`src/rtl/reg32_wr_arbiter.sv`:
```
// Round-robin write arbiter in front of a bank of REG32 registers, with
// optional locked bursts of up to four beats for a single requester.
module reg32_wr_arbiter #(
   parameter int NREQ   = 4,
   parameter int NREG   = 8,
   parameter int DATA_W = 32
) (
   input  logic                     clk,
   input  logic                     rst,
   input  logic [NREQ-1:0]          req,
   input  logic [NREQ-1:0]          lock,
   input  logic [3*NREQ-1:0]        waddr,
   input  logic [DATA_W*NREQ-1:0]   wdata,
   output logic [NREQ-1:0]          gnt,
   output logic [NREG-1:0]          CE,
   output logic [DATA_W-1:0]        D,
   output logic                     busy
);

   localparam int PW = $clog2(NREQ);
   localparam logic [NREQ-1:0] ONE_REQ = {{(NREQ-1){1'b0}}, 1'b1};
   localparam logic [NREG-1:0] ONE_REG = {{(NREG-1){1'b0}}, 1'b1};

   typedef enum logic {IDLE, LOCKED} state_t;

   state_t            state;
   logic [PW-1:0]     p;
   logic [PW-1:0]     owner;
   logic [1:0]        cnt;

   logic [2:0]        wa [NREQ];
   logic [DATA_W-1:0] wd [NREQ];

   logic              win_vld;
   logic [PW-1:0]     win;
   logic [PW-1:0]     idx;

   for (genvar i = 0; i < NREQ; i++) begin : g_unpack
      assign wa[i] = waddr[3*i +: 3];
      assign wd[i] = wdata[DATA_W*i +: DATA_W];
   end

   // Round-robin search starting at the pointer; first requester found wins.
   always_comb begin
      win_vld = 1'b0;
      win     = '0;
      idx     = '0;
      for (int k = 0; k < NREQ; k++) begin
         idx = p + PW'(k);
         if (!win_vld && req[idx]) begin
            win_vld = 1'b1;
            win     = idx;
         end
      end
   end

   always_ff @(posedge clk) begin
      if (rst) begin
         state <= IDLE;
         p     <= '0;
         owner <= '0;
         cnt   <= '0;
         gnt   <= '0;
         CE    <= '0;
         D     <= '0;
         busy  <= 1'b0;
      end else begin
         gnt <= '0;
         CE  <= '0;
         case (state)
            IDLE: begin
               if (win_vld) begin
                  gnt <= ONE_REQ << win;
                  CE  <= ONE_REG << wa[win];
                  D   <= wd[win];
                  p   <= win + PW'(1);
                  if (lock[win]) begin
                     state <= LOCKED;
                     owner <= win;
                     cnt   <= 2'd1;
                     busy  <= 1'b1;
                  end
               end
            end
            LOCKED: begin
               // Only the owner may write; the burst ends on the 4th beat,
               // on a beat without lock, or when the owner stops requesting.
               if (req[owner]) begin
                  gnt <= ONE_REQ << owner;
                  CE  <= ONE_REG << wa[owner];
                  D   <= wd[owner];
               end
               if (req[owner] && lock[owner] && cnt != 2'd3) begin
                  cnt <= cnt + 2'd1;
               end else begin
                  state <= IDLE;
                  busy  <= 1'b0;
                  cnt   <= '0;
                  p     <= owner + PW'(1);
               end
            end
            default: begin
               state <= IDLE;
               busy  <= 1'b0;
            end
         endcase
      end
   end

endmodule

```
`config.mk`:
```
export PLATFORM = sky130hd
export DESIGN_NAME = reg32_wr_arbiter
export DESIGN_NICKNAME = d
export VERILOG_FILES = /design/src/rtl/reg32_wr_arbiter.sv
export SDC_FILE = /design/constraint.sdc
export NUM_CORES = 1
export LEC_CHECK = 0
export BUFFER_PORTS_ARGS = -buffer_cell sky130_fd_sc_hd__buf_2
export CORE_UTILIZATION = 52
export DETAILED_ROUTE_END_ITERATION = 10
export PLACE_DENSITY = 0.93
export SLEW_MARGIN = 20
export SYNTH_ARGS = -nofsm -noshare
export SYNTH_HDL_FRONTEND = slang
export SYNTH_SLANG_ARGS = --single-unit
```
`constraint.sdc`:
```
create_clock -name clk -period 5.05 [get_ports clk]
set_clock_uncertainty 0.2 [all_clocks]
set_input_delay 1.01 -clock clk [delete_from_list [all_inputs] [get_ports clk]]
set_output_delay 1.01 -clock clk [all_outputs]
set_load 0.02 [all_outputs]
```
==> results of run 1 <==
-- cells by family (layout without fill, tap and decap cells) --
family / count (synthesis) / after routing / share of synthesized area (%)
AO/OA/AOI/OAI: 169 / 169 / 29.0
adder cells (fa/ha/maj): 1 / 1 / 0.295
AND/OR/NAND/NOR: 75 / 75 / 8.95
flip-flops: 52 / 52 / 24.6
multiplexers: 79 / 79 / 30.8
XOR/XNOR: 1 / 1 / 0.207
buffers and inverters: 55 / 215 / 6.17
-- metal layers --
metal | track usage, % | routed length [um] | vias up
li1 | - | - | 2053
met1 | 41.0 | 5390 | 2250
met2 | 57.0 | 7050 | 369
met3 | 7.30 | 1500 | 47
met4 | 15.1 | 469 | 0
met5 | 0 | 0 | -
-- worst max-delay path: cells and delay by family --
| kind | cells | cell delay (ps) |
|---|---|---|
| buffers and inverters | 1 | 170 |
| AND/OR/NAND/NOR | 2 | 1300 |
| AO/OA/AOI/OAI | 1 | 200 |
| multiplexers | 1 | 570 |
-- metrics by stage --
stage               utilization, %  hold slack, ps
global route                  67.1             285
floorplan                        -             269
finish                        67.1             273
detailed placement            65.9             249
global placement              65.9             242
CTS                           67.1             272
-- cells in the mapped netlist, drive strengths merged, types with 4 or more instances --
cell,instances,area share (%)
dfxtp,52,25
a31oi,4,0.59
a221o,30,7.1
and3,5,0.74
a2111oi,5,1.2
o2bb2ai,24,5.0
nor2,20,1.8
nand4,4,0.59
mux2,36,9.7
mux4,37,20
nand2,20,1.8
buf,28,3.7
clkbuf,19,1.7
nand3,4,0.59
nor3,4,0.71
nor2b,5,0.74
inv,8,0.71
nand2b,5,0.74
mux2i,6,1.4
o31ai,9,1.6
a21oi,44,5.4
o21ai,29,3.5
-- flip-flops by register name, indices dropped and copies added, names as in the netlist --
name   count
CE         8
p          2
cnt        2
busy       1
gnt        4
owner      2
D         32
state      1
-- worst max path at each step --
stage | slack (ps) | to | depth (start not counted)
final | 1820 | D[20] | 5
after global routing | 1700 | D[12] | 6
after CTS | 1780 | D[5] | 7
after detailed placement | 1460 | D[5] | 7
after global placement | 1540 | D[5] | 7
after floorplan | 2270 | D[15] | 8
-- where the power goes --
group | internal [W] | leakage [nW] | switching [W]
sequential | 0.000499 | 0.430 | 0.0000645
clock | 0.0000987 | 0.0404 | 0.000153
combinational | 0.000425 | 1.74 | 0.000554
-- layout make-up --
type	count	share of cell area, %
Multi-Input combinational cell	325	56.1
Sequential cell	52	19.9
Timing Repair Buffer	199	19.3
Tap cell	102	2.44
Clock buffer	5	1.31
Inverter	8	0.573
Clock inverter	3	0.454
-- cell usage in the layout (no fill, tap or decap), types with 3 or more instances in the layout --
cell type | netlist | layout
mux4_2 | 37 | 37
a222oi_1 | 3 | 3
mux2i_1 | 6 | 6
a31oi_1 | 4 | 4
a2111oi_0 | 3 | 3
and3_1 | 5 | 5
o21ai_0 | 23 | 23
nand3_1 | 3 | 3
nand4_1 | 4 | 4
o2bb2ai_1 | 24 | 24
buf_4 | 2 | 5
mux2_2 | 33 | 33
a21oi_1 | 42 | 42
nor2b_1 | 5 | 5
o22ai_1 | 3 | 3
nand2_1 | 19 | 19
a221o_1 | 30 | 30
nor2_1 | 20 | 20
a21o_1 | 3 | 3
clkbuf_8 | 0 | 5
o31ai_1 | 9 | 9
inv_1 | 8 | 8
o21ai_1 | 5 | 5
nand2b_1 | 5 | 5
dfxtp_1 | 52 | 50
buf_2 | 19 | 194
o211ai_1 | 3 | 3
==> impl_metrics.py, run 1 <==
metrics = {
    "grt": {
        "first_global_vias": 4625,
        "grt_start_max_net_pins": 43,
        "grt_use_total_pct": 33.7,
        "grt_pass1_wl_um": 22600,
        "antenna_found_initial": 0,
        "overflow": 0,
    },
    "detailed_routing": {
        "routed_wl_um": 14400,
        "dr.pass1.iters": 5,
        "viasPerCell": 6.80,
        "ant_nets": 0,
        "drc": 0,
        "vias": 4719,
        "drt_iter0_markers": 389,
        "wl_per_cell_um": 20.8,
    },
    "placement": {
        "gp_congestion": 0.946,
        "dp_hpwl_um": 10400,
        "io_buffers": 194,
        "place_inst": 686,
        "placed_area_sq_mm": 0.00514,
        "pre_cts_slack_ps": 1460,
    },
    "floorplan": {
        "die_width_um": 92.3,
        "die_h_um": 92.3,
        "io_pins": 195,
        "start_util_pct": 54.3,
        "std_cell_rows": 32,
        "core-area_sq_mm": 0.00781,
        "die-area_sq_mm": 0.00851,
    },
    "final_layout": {
        "drive_gt1_share_pct": 49.8,
        "design_area_sq_mm": 0.00524,
        "multi_input_area_sq_mm": 0.00294,
        "fin_nets": 742,
        "area_growth_pct": 23.6,
        "n_fill_cell": 633,
        "diodes": 0,
        "layout.cells.non_filler": 694,
        "regArea_sq_mm": 0.00104,
    },
    "setup_path": {
        "path_cells": "buf_2 -> mux4_2 -> nand2_2 -> and3_1 -> o2bb2ai_1",
        "worstReg2RegEnd": "D[20]",
        "cp.required_ps": 5100,
        "path_max_fanout": 24,
        "ff2ff_setup_slack_ps": 2090,
        "r2r_start": "state",
        "crit_start": "req[3]",
        "start_kind": "primary input",
        "critPathMaxStageDelay_ps": 980,
        "cp_data_arrival_time_ps": 3270,
        "cp_slowest_cell": "and3_1",
        "reg2reg_depth": 4,
        "crit_type": "primary input to flip-flop",
        "end_kind": "flip-flop",
    },
    "timing": {
        "max_freq_mhz": 310,
        "timing.setup.tns_ps": 0,
        "period_needed_ps": 3230,
        "final_max_slew_viol_count": 0,
        "setup_ws_ps": 1820,
        "tightest_slew_ps": 1150,
        "relSlewSlack_pct": 23.6,
        "rsz0062_at_grt": "no",
        "setup_viol": 0,
        "final_hold_viol_count": 0,
        "period_share_pct": 63.9,
    },
    "cts": {
        "path_clk_slew_ps": 110,
        "post_cts_buffers": 0,
        "cts.htree.levels": 2,
        "cts-hold-fix-buffers": 0,
        "cts.sinks": 52,
        "root_buffer": "clkbuf_8",
        "cts_buffer_depth": 2,
        "numCtsBuffers": 5,
        "cts_tree": "done",
        "ctsResizeCount": 0,
        "clk_latency_ps": 310,
    },
    "synth": {
        "ys_types": 57,
        "synth.yosys.seq_area_share_pct": 24.6,
        "syn_area_per_cell_sq_um": 9.81,
        "synth_cells": 432,
        "synthFlopType": "dfxtp_1",
        "synth_fp_nets": 583,
        "ys_ff_latch": 52,
        "ys_warn_count": 0,
        "syn_area_sq_mm": 0.00424,
        "synth_edf_count": 0,
        "async_reset_ff_share_pct": 0,
    },
    "job": {
        "drv_cap": 0,
    },
    "pwr": {
        "vdd_drop_max_mv": 0.177,
        "p_per_area_mw_per_mm2": 343,
        "p_leak_nw": 2.21,
        "total_power_w": 0.00179,
    },
    "hold_path": {
        "worstHoldStart": "D[29]",
        "hold_class": "flip-flop to flip-flop",
        "hold_end": "D[29]",
        "hold_depth": 1,
    },
    "outcome": {
        "status": "completed",
    },
}
Note: power is estimated with default switching activity, not from simulation.
==> inputs of run 2 (changes only) <==
CORE_UTILIZATION = 48   (was 52)
PLACE_DENSITY = 0.87   (was 0.93)
clock period = 2.98 ns   (was 5.05 ns; I/O delays follow)
==> impl_metrics.py, run 2 (synthesis gave the netlist of run 1 again) <==
metrics = {
    "outcome": {
        "status": "completed",
    },
    "pwr": {
        "p_per_area_mw_per_mm2": 594,
        "seqPwrFrac_pct": 29.9,
        "p_leak_nw": 2.28,
        "p_int_w": 0.00190,
        "vdd_drop_max_mv": 0.278,
        "p_comb_share_pct": 53.3,
        "power_switching_w": 0.00128,
        "power_frac_clock_pct": 16.8,
        "power.share.switching_pct": 40.3,
    },
    "floorplan": {
        "std_cell_rows": 33,
        "die-area_sq_mm": 0.00921,
        "io_pins": 195,
        "core-area_sq_mm": 0.00838,
        "die_width_um": 96.0,
        "die_h_um": 96.0,
        "start_util_pct": 50.6,
    },
    "cts": {
        "path_clk_slew_ps": 100,
        "clk_latency_ps": 300,
        "cts.sinks": 52,
        "post_cts_buffers": 0,
        "numCtsBuffers": 5,
        "cts.htree.levels": 2,
        "cts-hold-fix-buffers": 0,
        "root_buffer": "clkbuf_8",
        "cts_buffer_depth": 2,
        "ctsResizeCount": 0,
        "cts_tree": "done",
    },
    "detailed_routing": {
        "vias": 4594,
        "wl_per_cell_um": 20.0,
        "met2_length_um": 7040,
        "drc": 0,
        "met3_length_um": 1160,
        "wl_met1_um": 5570,
        "viasPerCell": 6.51,
        "top_layer": "met4",
        "routed_wl_um": 14100,
        "drt_iter0_markers": 330,
        "dr.pass1.iters": 5,
        "ant_nets": 0,
    },
    "placement": {
        "io_buffers": 194,
        "pre_cts_slack_ps": 46.0,
        "dp_hpwl_um": 10300,
        "gp_congestion": 0.860,
    },
    "timing": {
        "relSlewSlack_pct": 30.8,
        "final_hold_viol_count": 0,
        "setup_ws_ps": 292,
        "final_max_slew_viol_count": 0,
        "rsz0062_at_grt": "no",
        "tightest_slew_ps": 1040,
        "period_share_pct": 90.2,
        "max_freq_mhz": 372,
        "holdWs_ps": 272,
        "timing.setup.tns_ps": 0,
        "period_needed_ps": 2690,
        "setup_viol": 0,
    },
    "job": {
        "drv_cap": 0,
    },
    "setup_path": {
        "path_max_fanout": 24,
        "end_kind": "flip-flop",
        "cp_data_arrival_time_ps": 2730,
        "start_kind": "primary input",
        "cp.required_ps": 3020,
        "crit_type": "primary input to flip-flop",
    },
    "final_layout": {
        "final_cell_mix": "buf_2 (194), dfxtp_1 (50), a21oi_1 (42)",
        "drive_gt1_share_pct": 50.4,
        "fin_nets": 751,
        "regMostFlops": "D",
        "reg_top3": "D (32), CE (8), gnt (4)",
        "final_common_cell": "buf_2",
        "largest_reg_flops": 32,
        "diodes": 0,
        "area_growth_pct": 26.7,
    },
    "grt": {
        "grt_pass1_wl_um": 21200,
        "first_global_vias": 4408,
        "antenna_found_initial": 0,
        "grt_start_max_net_pins": 39,
        "grt_use_total_pct": 29.8,
        "overflow": 0,
    },
    "hold_path": {
        "hold_class": "flip-flop to flip-flop",
    },
}
## run 2: metal layers
metal | track usage (%) | vias to the layer above
met5 | 0 | -
met4 | 10.4 | 0
met3 | 4.90 | 39
met2 | 52.1 | 279
met1 | 37.1 | 2199
li1 | - | 2077
## run 2: path summary, 6_finish.rpt
kind | from | to | slack [ps] | depth (start not counted)
max | req[1] | D[7] | 290 | 7
min | D[28] | D[28] | 270 | 1
max reg2reg | p[1] | D[15] | 500 | 6
min reg2reg | D[28] | D[28] | 270 | 1
## run 2: final cells by class
type	count	area [sq um]
Inverter	8	30.0
Multi-Input combinational cell	325	2940
Fill cell	718	3010
Clock inverter	1	30.0
Clock buffer	7	96.3
Tap cell	105	131
Timing Repair Buffer	208	1100
Sequential cell	52	1040
## run 2: stage by stage
step | std cells | power [W] | util (%) | instance area (sq um)
after floorplan | 432 | 0.00214 | - | 4240
after global placement | 698 | 0.00259 | 62.5 | 5240
after detailed placement | 698 | 0.00264 | 62.5 | 5240
after CTS | 706 | 0.00317 | 64.0 | 5370
after global routing | 706 | 0.00337 | 64.0 | 5370
final | 706 | 0.00319 | 64.0 | 5370
## run 2: power by group through the flow
stage / Clock [W] / Combinational, W / Sequential (W)
2_1_floorplan: 0 / 0.00105 / 0.00109
3_3_place_gp: 0 / 0.00163 / 0.000958
3_5_place_dp: 0 / 0.00168 / 0.000961
4_1_cts: 0.000538 / 0.00169 / 0.000949
5_1_grt: 0.000575 / 0.00182 / 0.000968
6_report: 0.000536 / 0.00170 / 0.000951
## run 2: worst max-delay path, stage by stage
cell and delay (ps):
buf_2 180, or2_1 170, nor3_2 70, or2_2 390, a21oi_2 850, o21ai_0 250
o2bb2ai_1 200
==> inputs of run 3 (changes only) <==
CELL_PAD_IN_SITES_DETAIL_PLACEMENT = 0   (was not set)
CELL_PAD_IN_SITES_GLOBAL_PLACEMENT = 1   (was not set)
CORE_ASPECT_RATIO = 0.9   (was not set)
CORE_UTILIZATION = 35   (was 48)
==> impl_metrics.py, run 3 (synthesis gave the netlist of run 1 again) <==
metrics = {
    "grt": {
        "grt_use_total_pct": 22.4,
        "grt_pass1_wl_um": 22600,
        "first_global_vias": 4411,
        "overflow": 0,
        "antenna_found_initial": 0,
        "grt_start_max_net_pins": 34,
    },
    "final_layout": {
        "regMostFlops": "D",
        "drive_gt1_share_pct": 50.7,
        "final_cell_mix": "buf_2 (194), dfxtp_1 (50), a21oi_1 (42)",
        "diodes": 0,
        "area_growth_pct": 30.0,
        "post-route-util_pct": 47.4,
        "design_area_sq_mm": 0.00551,
        "largest_reg_flops": 32,
        "fin_nets": 755,
        "n_fill_cell": 1137,
        "final_common_cell": "buf_2",
        "reg_top3": "D (32), CE (8), gnt (4)",
    },
    "setup_path": {
        "setup.worst_path.end": "CE[3]",
        "ff2ff_setup_slack_ps": 630,
        "worstReg2RegEnd": "owner[1]",
        "start_kind": "primary input",
        "crit_start": "req[0]",
        "cp_num_buf_inv": 1,
        "path_cells": "buf_2 -> nor2b_1 -> o21ai_0 -> and2_1 -> mux2_4 -> o31ai_1",
        "cp.required_ps": 2960,
        "cp_slowest_cell": "and2_1",
        "critPathMaxStageDelay_ps": 440,
        "path_depth": 6,
        "reg2reg_depth": 7,
        "end_kind": "flip-flop",
        "r2r_start": "p[1]",
        "crit_type": "primary input to flip-flop",
        "path_delay_family": "compound AO/OA/AOI/OAI gates",
        "cp_data_arrival_time_ps": 2350,
        "path_max_fanout": 10,
    },
    "cts": {
        "path_clk_slew_ps": 70,
        "ctsResizeCount": 0,
        "cts.sinks": 52,
        "numCtsBuffers": 5,
        "post_cts_buffers": 0,
        "clk_latency_ps": 280,
        "cts-hold-fix-buffers": 0,
        "cts_tree": "done",
        "root_buffer": "clkbuf_16",
        "cts.htree.levels": 2,
        "cts_buffer_depth": 2,
    },
    "floorplan": {
        "io_pins": 195,
        "die_width_um": 118,
        "core-area_sq_mm": 0.0116,
        "std_cell_rows": 37,
        "start_util_pct": 36.5,
        "die-area_sq_mm": 0.0126,
        "die_h_um": 106,
    },
    "hold_path": {
        "hold_class": "flip-flop to flip-flop",
    },
    "timing": {
        "final_max_slew_viol_count": 0,
        "timing.setup.tns_ps": 0,
        "rsz0062_at_grt": "no",
        "setup_viol": 0,
        "tightest_slew_ps": 574,
        "relSlewSlack_pct": 61.6,
        "max_freq_mhz": 422,
        "final_hold_viol_count": 0,
        "setup_ws_ps": 612,
        "period_share_pct": 79.5,
        "period_needed_ps": 2370,
    },
    "pwr": {
        "p_per_area_mw_per_mm2": 605,
        "p_leak_nw": 2.32,
        "total_power_w": 0.00333,
        "vdd_drop_max_mv": 0.211,
    },
    "placement": {
        "dp_hpwl_um": 10600,
        "pre_cts_slack_ps": 73.2,
        "io_buffers": 194,
        "gp_congestion": 0.847,
        "placed_area_sq_mm": 0.00532,
    },
    "detailed_routing": {
        "dr.pass1.iters": 5,
        "routed_wl_um": 14300,
        "wl_per_cell_um": 18.8,
        "viasPerCell": 5.96,
        "drc": 0,
        "ant_nets": 0,
        "vias": 4536,
        "drt_iter0_markers": 342,
    },
    "job": {
        "drv_cap": 0,
    },
    "outcome": {
        "status": "completed",
    },
}
==> run 3: worst min path at each step <==
| stage | start | end | cells past startpoint |
|---|---|---|---|
| after detailed placement | D[21] | D[21] | 1 |
| final | D[14] | D[14] | 1 |
| after CTS | D[26] | D[26] | 1 |
| after global placement | D[6] | D[6] | 1 |
| after global routing | D[20] | D[20] | 1 |
| after floorplan | cnt[1] | cnt[1] | 1 |
==> run 3: routing by layer <==
metal	global-route usage [%]	vias to the layer above	part of all wire [%]
li1	-	2080	-
met1	28.5	2230	42
met2	39.2	210	49
met3	3.97	16	7.0
met4	5.40	0	1.3
met5	0	-	0
==> run 3: final cells by class <==
class                   instances  area, sq um  share of cell area [%]
well taps                     156          195                    3.54
clock buffers                   6          139                    2.52
flip-flops and latches         52         1040                    18.9
clock inverters                 2         38.8                   0.704
inverters                       8         30.0                   0.545
multi-input cells             325         2940                    53.4
repair buffers                212         1120                    20.3
==> run 3: through the flow <==
stage	hold WS (ps)	cells
final	261	761
after detailed placement	242	753
after global routing	281	761
after CTS	266	761
after floorplan	269	432
after global placement	242	753
==> run 3: worst reg2reg max path, cell delays in order (launching register included) <==
cell and delay [ps]:
dfxtp_1 400, nand2b_1 220, a21o_1 230, nand3_2 90, buf_4 330, a21oi_2 80
o21ai_1 320, mux2_2 380
==> run 3: where the power goes <==
part / leakage [nW] / internal, W / switching, W / total [W]
sequential: 0.430 / 0.000847 / 0.000109 / 0.000956
clock: 0.0871 / 0.000421 / 0.000260 / 0.000681
combinational: 1.81 / 0.000763 / 0.000933 / 0.00170
